$ cat src/rtl/input_pkg.sv
// Shared constants, state type and event-word packing for input_event_latch.
package input_pkg;

  localparam int BTN_W    = 12;
  localparam int NUM_IDX  = 2 * BTN_W;
  localparam int RSVD_IDX1 = BTN_W - 1;
  localparam int RSVD_IDX2 = NUM_IDX - 1;

  localparam logic [7:0] ADDR_HELD1    = 8'h00;
  localparam logic [7:0] ADDR_HELD2    = 8'h01;
  localparam logic [7:0] ADDR_PRESSED1 = 8'h02;
  localparam logic [7:0] ADDR_PRESSED2 = 8'h03;
  localparam logic [7:0] ADDR_EVENT    = 8'h04;
  localparam logic [7:0] ADDR_STATUS   = 8'h05;
  localparam logic [7:0] ADDR_CTRL     = 8'h06;

  localparam int EV_MARK_BIT  = 15;
  localparam int EV_CTRL_BIT  = 8;
  localparam int EV_PRESS_BIT = 7;

  typedef enum logic {IDLE, SCAN} scan_state_t;

  function automatic logic [15:0] make_event(logic ctrl, logic press, logic [3:0] bit_idx);
    logic [15:0] w;
    w               = '0;
    w[EV_MARK_BIT]  = 1'b1;
    w[EV_CTRL_BIT]  = ctrl;
    w[EV_PRESS_BIT] = press;
    w[3:0]          = bit_idx;
    return w;
  endfunction

endpackage

$ cat src/rtl/sync_fifo.sv
// Single-clock FIFO; a push into a full FIFO is accepted only alongside a pop.
module sync_fifo #(
  parameter int WIDTH = 16,
  parameter int DEPTH = 8,
  parameter int CW    = $clog2(DEPTH) + 1
) (
  input  logic             clk,
  input  logic             reset,
  input  logic             push,
  input  logic [WIDTH-1:0] push_data,
  input  logic             pop,
  output logic [WIDTH-1:0] head,
  output logic [CW-1:0]    count,
  output logic             full,
  output logic             empty
);

  localparam int AW = $clog2(DEPTH);

  logic [WIDTH-1:0] mem [DEPTH];
  logic [AW-1:0]    wr_ptr;
  logic [AW-1:0]    rd_ptr;
  logic             push_ok;
  logic             pop_ok;

  assign full    = (count == CW'(DEPTH));
  assign empty   = (count == '0);
  assign pop_ok  = pop && !empty;
  assign push_ok = push && (!full || pop_ok);
  assign head    = mem[rd_ptr];

  always_ff @(posedge clk) begin
    if (push_ok) mem[wr_ptr] <= push_data;
  end

  // Pointers wrap naturally because DEPTH is a power of two.
  always_ff @(posedge clk) begin
    if (reset) begin
      wr_ptr <= '0;
      rd_ptr <= '0;
      count  <= '0;
    end else begin
      if (push_ok) wr_ptr <= wr_ptr + 1'b1;
      if (pop_ok)  rd_ptr <= rd_ptr + 1'b1;
      case ({push_ok, pop_ok})
        2'b10:   count <= count + 1'b1;
        2'b01:   count <= count - 1'b1;
        default: count <= count;
      endcase
    end
  end

endmodule

$ cat src/rtl/input_event_latch.sv
// Turns controller poll samples into press/release events, per-frame snapshots
// and a CPU register port with interrupt.
module input_event_latch #(
  parameter int DEPTH = 8,
  parameter int BTN_W = 12
) (
  input  logic             clk,
  input  logic             reset,
  input  logic [BTN_W-1:0] buttons1,
  input  logic [BTN_W-1:0] buttons2,
  input  logic             valid,
  input  logic             vblank_start,
  input  logic [7:0]       reg_addr,
  input  logic             reg_re,
  input  logic             reg_we,
  input  logic [15:0]      reg_wdata,
  output logic [15:0]      reg_rdata,
  output logic             irq
);

  import input_pkg::*;

  localparam int CW = $clog2(DEPTH) + 1;
  localparam int NW = 2 * BTN_W;

  scan_state_t     state;
  logic [4:0]      idx;
  logic [NW-1:0]   diff;
  logic [NW-1:0]   prev;
  logic [NW-1:0]   acc;
  logic [NW-1:0]   acc_next;
  logic [NW-1:0]   press_vec;
  logic [BTN_W-1:0] held1, held2, pressed1, pressed2;
  logic            irq_en, ovf, missed;

  logic            push, ctrl, press, pop_req, pop_eff, drop;
  logic [3:0]      bit_idx;
  logic [15:0]     event_word;
  logic [15:0]     fifo_head;
  logic [CW-1:0]   count;
  logic            full, empty;
  logic            wdata_unused;

  assign wdata_unused = ^reg_wdata[15:2];

  // prev already holds the new sample while scanning, so its bit gives the direction.
  always_comb begin
    ctrl       = (idx >= 5'(BTN_W));
    bit_idx    = 4'(ctrl ? idx - 5'(BTN_W) : idx);
    press      = prev[idx];
    push       = (state == SCAN) && diff[idx] &&
                 (idx != 5'(RSVD_IDX1)) && (idx != 5'(RSVD_IDX2));
    event_word = make_event(ctrl, press, bit_idx);
    press_vec  = (push && press) ? (NW'(1) << idx) : '0;
    acc_next   = acc | press_vec;
    pop_req    = reg_re && (reg_addr == ADDR_EVENT);
    pop_eff    = pop_req && !empty;
    drop       = push && full && !pop_eff;
  end

  sync_fifo #(.WIDTH(16), .DEPTH(DEPTH), .CW(CW)) u_fifo (
    .clk       (clk),
    .reset     (reset),
    .push      (push),
    .push_data (event_word),
    .pop       (pop_req),
    .head      (fifo_head),
    .count     (count),
    .full      (full),
    .empty     (empty)
  );

  always_ff @(posedge clk) begin
    if (reset) begin
      state <= IDLE;
      idx   <= '0;
      diff  <= '0;
      prev  <= '0;
    end else begin
      case (state)
        IDLE: if (valid) begin
          diff  <= {buttons2, buttons1} ^ prev;
          prev  <= {buttons2, buttons1};
          idx   <= '0;
          state <= SCAN;
        end
        SCAN: begin
          if (idx == 5'(NUM_IDX - 1)) state <= IDLE;
          else                        idx   <= idx + 1'b1;
        end
        default: state <= IDLE;
      endcase
    end
  end

  always_ff @(posedge clk) begin
    if (reset) begin
      acc      <= '0;
      held1    <= '0;
      held2    <= '0;
      pressed1 <= '0;
      pressed2 <= '0;
    end else if (vblank_start) begin
      held1    <= prev[BTN_W-1:0];
      held2    <= prev[NW-1:BTN_W];
      pressed1 <= acc_next[BTN_W-1:0];
      pressed2 <= acc_next[NW-1:BTN_W];
      acc      <= '0;
    end else begin
      acc <= acc_next;
    end
  end

  // Sticky bits: a set in the same cycle as a write-1 clear wins.
  always_ff @(posedge clk) begin
    if (reset) begin
      ovf    <= 1'b0;
      missed <= 1'b0;
      irq_en <= 1'b0;
      irq    <= 1'b0;
    end else begin
      ovf    <= (ovf && !(reg_we && reg_addr == ADDR_STATUS && reg_wdata[0])) || drop;
      missed <= (missed && !(reg_we && reg_addr == ADDR_STATUS && reg_wdata[1])) ||
                (valid && state == SCAN);
      if (reg_we && reg_addr == ADDR_CTRL) irq_en <= reg_wdata[0];
      irq    <= irq_en && (count != '0);
    end
  end

  always_ff @(posedge clk) begin
    if (reset) begin
      reg_rdata <= '0;
    end else if (reg_re) begin
      case (reg_addr)
        ADDR_HELD1:    reg_rdata <= 16'(held1);
        ADDR_HELD2:    reg_rdata <= 16'(held2);
        ADDR_PRESSED1: reg_rdata <= 16'(pressed1);
        ADDR_PRESSED2: reg_rdata <= 16'(pressed2);
        ADDR_EVENT:    reg_rdata <= empty ? 16'h0000 : fifo_head;
        ADDR_STATUS:   reg_rdata <= {8'(count), 6'b0, missed, ovf};
        ADDR_CTRL:     reg_rdata <= {15'b0, irq_en};
        default:       reg_rdata <= 16'h0000;
      endcase
    end
  end

endmodule

$ cat config.mk
export PLATFORM = sky130hd
export DESIGN_NAME = input_event_latch
export DESIGN_NICKNAME = d
export VERILOG_FILES = /design/src/rtl/input_pkg.sv /design/src/rtl/sync_fifo.sv /design/src/rtl/input_event_latch.sv
export SDC_FILE = /design/constraint.sdc
export NUM_CORES = 1
export LEC_CHECK = 0
export ABC_AREA = 1
export ABC_CLOCK_PERIOD_IN_PS = 3400
export BUFFER_PORTS_ARGS = -buffer_cell sky130_fd_sc_hd__buf_2
export CAP_MARGIN = 30
export CORE_MARGIN = 8
export CORE_UTILIZATION = 25
export CTS_CLUSTER_DIAMETER = 30
export DETAILED_ROUTE_END_ITERATION = 16
export RECOVER_POWER = 50
export SLEW_MARGIN = 20
export SYNTH_ARGS = -nofsm -noshare
export SYNTH_HDL_FRONTEND = slang
export SYNTH_HIERARCHICAL = 1
export SYNTH_SLANG_ARGS = --single-unit
$ cat constraint.sdc
create_clock -name clk -period 3.4 [get_ports clk]
set_clock_uncertainty 0.2 [all_clocks]
set_input_delay 0.17 -clock clk [delete_from_list [all_inputs] [get_ports clk]]
set_output_delay 0.17 -clock clk [all_outputs]
set_load 0.03 [all_outputs]
==> metrics, run 1 <==
global-route wire length before repair 51.3 mm; worst path required time 3.65 ns; Port Buf Inserts 56; Fin Setup TNS 0 ns; Adder-Cell Fraction of Synth Area 1.45%; Layout Cells excl Fill 2257; Synth Instances 1360; setup violators final 0; Initial DRC Count 806; WS Path Type flip-flop to flip-flop; num rows 82; Compound-Gate Fraction of Synth Area 12.5%; DRC Markers 0; die extent in x 240 µm; violated checks capacitance limit, slew limit; routability cong. 0.804; via count 9835; Slew @ Worst Pin 1.70 ns; largest net degree at the start of global routing 56; die height 240 µm; RSZ-0062 raised after global routing false; total gr overflow 0; Cell Area, Synth 0.0126 mm²; XOR/XNOR share of the synthesized area 1.88%; outcome finished, violations left; H-tree depth 2; DR vias/cell 4.36; antenna-violating nets left 0; TritonCTS clock tree done; post-synthesis mux area share 2.62%; Layout Area Growth over Synthesis 24.7%; Worst Setup End Kind flip-flop; VDD IR-drop max 0.356 mV; PwrDens 576 mW/mm²; Initial Util 25.2%; Slew headroom -13.6%; hpwl dp 22.1 mm; HP Class input pin to flip-flop; clock tree buffer depth 3; Crit Path Max Fanout 26; clk_lat worst skew 0.56 ns; ANT cells 0; share of cells above drive strength 1 12.2%; max-slew violation count 38; die area 0.0578 mm²; Yosys warning total 6; Clock Sinks 287; Synth Area in Simple Gates 18.2%; largest family of logic cells by synthesized area simple AND/OR/NAND/NOR gates; Placed Cells 2134; min Tclk post-route 3.11 ns; Synth area leaders edfxtp_1 31%, dfxtp_1 25%, nand2_1 8.9%; router iterations before antenna repair 5; crit start category flip-flop; top cell type's share of synthesized area 30.5%; Reg clk slew, reported paths 0.05 ns; routed len/inst 14.4 µm; CP arrival 3.36 ns; register area share after synthesis 55.8%; max-cap viol count 1; # IOs 71; leak pwr 6.07 nW; gr usage total 11.2%; initial antenna violation count 0; Yosys top cell by area edfxtp_1; Final Hold Viols 0; TritonCTS buffer count 48; clock root buffer clkbuf_16; Fmax 322 MHz; #FFs+latches synth 287; vias in the first global route 9514; mean post-synth cell area 9.26 µm²; nets@finish 1614; Post-Route WL 32.5 mm; core box area 0.0500 mm²; crit share post-route 91.4%; Distinct cells, synth 42
Yosys cell counts, drive strengths merged:
| cell type | number |
|---|---|
| nor4 | 1 |
| dfxtp | 159 |
| a22o | 4 |
| edfxtp | 128 |
| clkinv | 4 |
| inv | 119 |
| nor3 | 6 |
| o22ai | 43 |
| a221oi | 1 |
| o2bb2ai | 4 |
| nand3 | 71 |
| o21ai | 113 |
| or2 | 1 |
| nand4 | 30 |
| fa | 1 |
| mux2i | 33 |
| buf | 41 |
| xor2 | 3 |
| a21oi | 114 |
| nor2 | 93 |
| ha | 13 |
| xnor2 | 24 |
| o211ai | 9 |
| clkbuf | 35 |
| conb | 2 |
| nand2 | 308 |
cell usage in the layout (no fill, tap or decap), types with 33 or more instances in the layout:
master / n
a21oi_1: 110
o21ai_0: 99
nand2_1: 300
dlygate4sd3_1: 34
buf_2: 38
inv_1: 116
nor2_1: 90
o22ai_1: 43
mux2i_1: 33
conb_1: 80
clkbuf_16: 49
dfxtp_1: 158
nand3_1: 66
edfxtp_1: 128
cell families after synthesis:
family,count (synthesis)
and+or+nand+nor,510
other,2
muxes,33
buffers and inverters,199
xor gates and xnor gates,27
adders and majority gates,14
DFF,287
AOI/OAI and AO/OA,288
metrics by stage:
step           hold WS [ns]  cell area (µm²)  setup WS, ns  power (mW)  utilization [%]
2_1_floorplan        0.0324            12900         0.338        4.20                -
3_3_place_gp          0.223            13900         0.371        4.32             27.9
6_report              0.107            15700         0.292        9.05             31.4
5_1_grt               0.154            15700       0.00633        9.41             31.4
3_5_place_dp          0.233            13900         0.294        4.34             27.9
4_1_cts              0.0851            15900         0.291        9.16             31.8
state kept, by name, summed over array words and instances (netlist names), 12 cells and up, named ones only:
signal,flops
held1,12
reg_rdata,16
u_fifo/mem,128
acc,24
pressed1,12
held2,12
prev,24
pressed2,12
diff,24
worst max-delay path, cell delays in order, from the launching register on:
cell and delay (ns):
dfxtp_1 0.40, buf_4 0.32, o21ai_1 0.11, o211ai_2 0.16, nand3_2 0.18, a21oi_1 0.31, buf_4 0.19, inv_1 0.06
nand3_2 0.12, inv_1 0.08, ha_1 0.32, a21oi_1 0.20, nand3_1 0.09, nand2_1 0.09, nand3_1 0.06, nand2_1 0.07
nor2_1 0.04
report_power, final:
group	switching, mW	internal, mW
clock	1.89	2.88
combinational	0.358	0.179
sequential	0.0559	3.69
worst paths after layout:
check | startpoint | to | slack (ns) | cells after the start
worst max-delay path | idx[0] | u_fifo/count[3] | 0.29 | 16
worst min-delay path | reg_addr[0] | ovf | 0.11 | 7
worst min register to register | pressed2[0] | pressed2[0] | 0.25 | 2
worst max register to register | idx[0] | u_fifo/count[3] | 0.29 | 16
repair_timing:
action / CTS / global route
setup buffers: 0 / 0
endpoints found under the hold margin: 86 / 0
hold buffers: 34 / 0
resized for setup: 0 / 2
endpoints found under the setup margin: 0 / 1
layout make-up:
class | count | area (µm²)
flip-flops and latches | 287 | 7030
clock inverters | 38 | 367
repair buffers | 134 | 970
clock buffers | 51 | 1230
inverters | 123 | 464
fillers | 5178 | 34300
multi-input cells | 952 | 4800
well taps | 672 | 841
per-layer routing:
metal  up-vias  global-route usage [%]  share of wire, %  wire (µm)
met4         0                    3.31               2.1        688
li1       4926                       -                 -          -
met5         -                       0                 0          0
met2       266                    17.4                44      14400
met3        56                    3.03               7.7       2500
met1      4587                    15.1                46      14900
No activity file was read; power rests on OpenSTA's default activity.
==> inputs of run 2 (changes only) <==
Settings changed: CTS_BUF_LIST from default to sky130_fd_sc_hd__clkbuf_2.
==> metrics, run 2 (synthesis gave the netlist of run 1 again) <==
sw frac 27.6% (+2.2 points); CP Cell Sequence dlygate4sd3_1 > buf_2 > nand2_1 > dlygate4sd3_1 > nor2_2 > nand2_1 > dlygate4sd3_1 > inv_1 > nand3_1 > dlygate4sd3_1 > nand2_1 > a21oi_1 > dlygate4sd3_1; Initial DRC Count 807 (+0.12%); max-slew violation count 0 (-100%); Layout Cells excl Fill 2354 (+4.3%); Slew @ Worst Pin 1.32 ns (-0.380 ns); P_sw 1.88 mW (-19%); Worst Setup End Kind flip-flop; CP most frequent cell dlygate4sd3_1; clock root buffer clkbuf_2; Initial Util 25.2% (unchanged); gr usage total 11.6% (+0.38 points); Largest Register u_fifo/mem; DRC Markers 0 (unchanged); crit share post-route 95.6% (+4.2 points); worst path required time 4.00 ns (+0.35 ns); core box area 0.0500 mm² (unchanged); crit start category input pin; TritonCTS clock tree done; max-cap viol count 0 (-1); WS Path Type input pin to flip-flop; Final Power 6.79 mW (-25%); Post-Route WL 33.5 mm (+3.0%); vias in the first global route 9992 (+5.0%); clock tree buffer depth 3 (unchanged); setup violators final 0 (unchanged); antenna-violating nets left 0 (unchanged); initial antenna violation count 1 (+1); WHS 0.0803 ns (-0.0265 ns); Fin Setup TNS 0 ns (unchanged); routed len/inst 14.2 µm (-1.2%); router iterations before antenna repair 7 (+2); die height 240 µm (unchanged); H-tree depth 3 (+1); Clock Sinks 287 (unchanged); Crit Path Max Fanout 8 (-69%); setup bufs post-CTS 0 (unchanged); VDD IR-drop max 0.265 mV (-25%); DR vias/cell 4.35 (-0.15%); clk_lat worst skew 0.93 ns (+0.37 ns); Largest stage delay, worst path 0.56 ns (+0.16 ns); CP delay by family, top buffers and inverters; crit path buf inv count 7 (+3); Fmax 308 MHz (-4.4%); hpwl dp 22.1 mm (unchanged); nets@finish 1694 (+5.0%); HP Class input pin to flip-flop; Reg clk slew, reported paths 0.10 ns (+0.05 ns); commonest non-fill, non-tap cell in the layout nand2_1; share of cells above drive strength 1 14.3% (+2.1 points); TritonCTS buffer count 73 (+52%); max FFs per register 128 (unchanged); most frequent cells in the layout 300 x nand2_1, 157 x dfxtp_1, 128 x edfxtp_1; Combinational Power Share 8.8% (+2.9 points); Fill cells 5227 (+0.95%); Placed Cells 2134 (unchanged); Setup WS post-layout 0.150 ns (-0.142 ns); global-route wire length before repair 52.6 mm (+2.6%); Flop pwr share 55.1% (+14 points); Layout Area Growth over Synthesis 22.5%; die extent in x 240 µm (unchanged); CP arrival 3.85 ns (+0.49 ns); Post-Route Utilization 30.9% (-0.56 points); Final Hold Viols 0 (unchanged); # IOs 71 (unchanged); Post-Place Setup Slack 0.294 ns (unchanged); largest net degree at the start of global routing 56 (unchanged); placed cell area 0.0139 mm² (unchanged); Slew headroom 11.5% (+25 points); routability cong. 0.804 (unchanged); outcome finished, final reports clean; total gr overflow 0 (unchanged); num rows 82 (unchanged); Cell Int Power 4.91 mW (-27%); Port Buf Inserts 56 (unchanged); die area 0.0578 mm² (unchanged); leak pwr 6.12 nW (+0.84%); Finished Cell Area 0.0154 mm² (-1.8%); min Tclk post-route 3.25 ns (+0.142 ns); PwrDens 440 mW/mm² (-24%); via count 10200 (+4.1%); Clock power frac 36.2% (-16 points); CP max stage cell dlygate4sd3_1
## run 2: path summary, 6_finish.rpt
| kind | from | end | slack [ns] | depth (start not counted) |
|---|---|---|---|---|
| setup / recovery | reg_addr[2] | ovf | 0.15 | 13 |
| hold / removal | reg_addr[6] | reg_rdata[11] | 0.08 | 12 |
| setup reg to reg | idx[0] | u_fifo/count[3] | 0.22 | 16 |
| hold reg to reg | pressed2[0] | pressed2[0] | 0.26 | 2 |
## run 2: repair_timing
item,CTS,global route
hold buffers,89,0
gates resized for setup,0,10
setup endpoints to repair,0,133
hold endpoints to repair,159,0
## run 2: power groups by stage
| stage | sequential (mW) | clock (mW) | combinational, mW |
|---|---|---|---|
| 2_1_floorplan | 3.80 | 0 | 0.402 |
| 5_1_grt | 3.75 | 2.75 | 0.659 |
| 3_5_place_dp | 3.82 | 0 | 0.521 |
| 6_report | 3.74 | 2.46 | 0.595 |
| 3_3_place_gp | 3.81 | 0 | 0.510 |
| 4_1_cts | 3.74 | 2.55 | 0.596 |
## run 2: area by class of cell
class,count,area (µm²),area share [%]
antenna,1,2.50,0.0162
clock buffer,110,551,3.57
clock inverter,20,138,0.892
inverter,123,468,3.03
multi-input combinational,952,4860,31.5
sequential,287,7030,45.6
tap,672,841,5.45
timing repair buffer,189,1540,9.96
## run 2: worst register-to-register path: cells and delay by family, from the launching register on
kind                       cells  cell delay (ns)
AOI/OAI and AO/OA              3             0.71
adders and majority gates      2             0.61
and+or+nand+nor                7             0.59
buffers and inverters          4             0.54
DFF                            1             0.38
## run 2: per-layer routing
| layer | GRT usage [%] | routed length, µm |
|---|---|---|
| met1 | 15.0 | 15300 |
| met2 | 17.9 | 15000 |
| met3 | 3.72 | 2530 |
| met4 | 4.10 | 668 |
| met5 | 0 | 0 |
==> inputs of run 3 (changes only) <==
Settings changed: BUFFER_PORTS_ARGS -buffer_cell sky130_fd_sc_hd__buf_2 to default, DONT_BUFFER_PORTS from default to 1.
==> metrics, run 3 (synthesis gave the netlist of run 1 again) <==
setup violators final 0 (unchanged); clock root buffer clkbuf_2; VDD IR-drop max 0.287 mV (+8.0%); leak pwr 6.09 nW (-0.45%); commonest non-fill, non-tap cell in the layout nand2_1; Layout Area Growth over Synthesis 21.9%; nets@finish 1642 (-3.1%); crit share post-route 97.2% (+1.6 points); Final Power 6.91 mW (+1.9%); core box area 0.0500 mm² (unchanged); Slew @ Worst Pin 0.805 ns (-0.520 ns); vias in the first global route 9656 (-3.4%); HP Class input pin to flip-flop; max-slew violation count 0 (unchanged); global-route wire length before repair 52.0 mm (-1.2%); die height 240 µm (unchanged); TritonCTS buffer count 72 (-1.4%); routability cong. 0.821 (+2.0%); Crit Path Max Fanout 12 (+4); Fmax 303 MHz (-1.6%); Final Hold Viols 0 (unchanged); antenna-violating nets left 0 (unchanged); largest net degree at the start of global routing 55 (-1.8%); Clock Sinks 287 (unchanged); TritonCTS clock tree done; GR Layer Usage met1 15.1% (+0.11 points); via count 9992 (-2.4%); global routing met2 resource utilization 17.4% (-0.51 points); Post-Route WL 33.3 mm (-0.70%); initial antenna violation count 4 (+3); min Tclk post-route 3.30 ns (+0.0537 ns); share of cells above drive strength 1 12.6% (-1.8 points); Slew headroom 44.8% (+33 points); Initial Util 25.2% (unchanged); most frequent cells in the layout 299 x nand2_1, 156 x dfxtp_1, 128 x edfxtp_1; DR vias/cell 4.35 (-0.11%); Post-Place Setup Slack 0.271 ns (-0.0234 ns); WS Path Type input pin to flip-flop; clock tree buffer depth 3 (unchanged); GR Layer Usage met3 3.92% (+0.19 points); Reg clk slew, reported paths 0.11 ns (about the same); Worst Setup End Kind flip-flop; DRC Markers 0 (unchanged); router iterations before antenna repair 6 (-1); hpwl dp 21.5 mm (-2.8%); outcome finished, final reports clean; Initial DRC Count 832 (+3.1%); clk_lat worst skew 0.93 ns (about the same); grt peak-use layer met2; Port Buf Inserts 0 (-100%); H-tree depth 3 (unchanged); crit start category input pin; total gr overflow 0 (unchanged); max FFs per register 128 (unchanged); # IOs 71 (unchanged); PwrDens 450 mW/mm² (+2.4%); worst path required time 4.07 ns (+0.07 ns); Finished Cell Area 0.0153 mm² (-0.50%); Largest Register u_fifo/mem; die area 0.0578 mm² (unchanged); CP arrival 3.97 ns (+0.12 ns); placed cell area 0.0136 mm² (-2.6%); Fill cells 5230 (+0.057%); max-cap viol count 0 (unchanged); num rows 82 (unchanged); Setup WS post-layout 0.0963 ns (-0.0537 ns); routed len/inst 14.5 µm (+1.7%); die extent in x 240 µm (unchanged); gr usage total 11.4% (-0.13 points)
-- run 3: path summary, 6_finish.rpt --
path / startpoint / to / slack (ns) / cells after the start
min: reg_re / reg_rdata[8] / 0.07 / 3
min reg2reg: pressed2[4] / pressed2[4] / 0.26 / 2
max: reg_addr[4] / reg_rdata[6] / 0.1 / 14
max reg2reg: idx[0] / u_fifo/count[3] / 0.25 / 16
-- run 3: cell type report --
cell class	count	area (µm²)	share of cell area, %
Tap cell	672	841	5.48
Clock buffer	105	526	3.42
Clock inverter	19	184	1.20
Timing Repair Buffer	138	1370	8.91
Sequential cell	287	7030	45.8
Antenna cell	3	7.51	0.0489
Inverter	123	468	3.05
Multi-Input combinational cell	952	4920	32.1
-- run 3: repair_timing --
action,CTS,global route
setup endpoints to repair,0,54
endpoints found under the hold margin,171,2
gates resized for setup,0,6
hold buffers,103,1
buffers inserted,0,0
-- run 3: where the power goes --
part	internal [mW]	switching (mW)
Combinational	0.238	0.381
Sequential	3.68	0.0579
Clock	1.12	1.43
Total	5.04	1.87
-- run 3: per-layer routing --
layer	vias to the layer above	wire length, µm
met4	2	582
met5	-	13
met2	326	14600
met1	4619	15200
li1	4991	-
met3	54	2870
-- run 3: worst max-delay path: stages --
cell	delay, ns
dlygate4sd3_1	0.54
nor2_1	0.08
dlygate4sd3_1	0.54
nand2_1	0.07
inv_1	0.15
nand4_1	0.11
dlygate4sd3_1	0.60
clkinvlp_4	0.20
nand2_1	0.08
nand2_1	0.06
dlygate4sd3_1	0.55
o21ai_0	0.08
dlygate4sd3_1	0.60
a21oi_1	0.13
-- run 3: stage by stage --
stage / hold WS, ns / util, % / std cells / TNS [ns]
final: 0.0746 / 30.7 / 2299 / 0
after detailed placement: 0.0473 / 27.2 / 2069 / 0
after CTS: 0.0118 / 30.7 / 2296 / 0
after floorplan: 0.0324 / - / 1438 / 0
after global placement: 0.0453 / 27.2 / 2069 / 0
after global routing: 0.0152 / 30.7 / 2298 / -0.00761
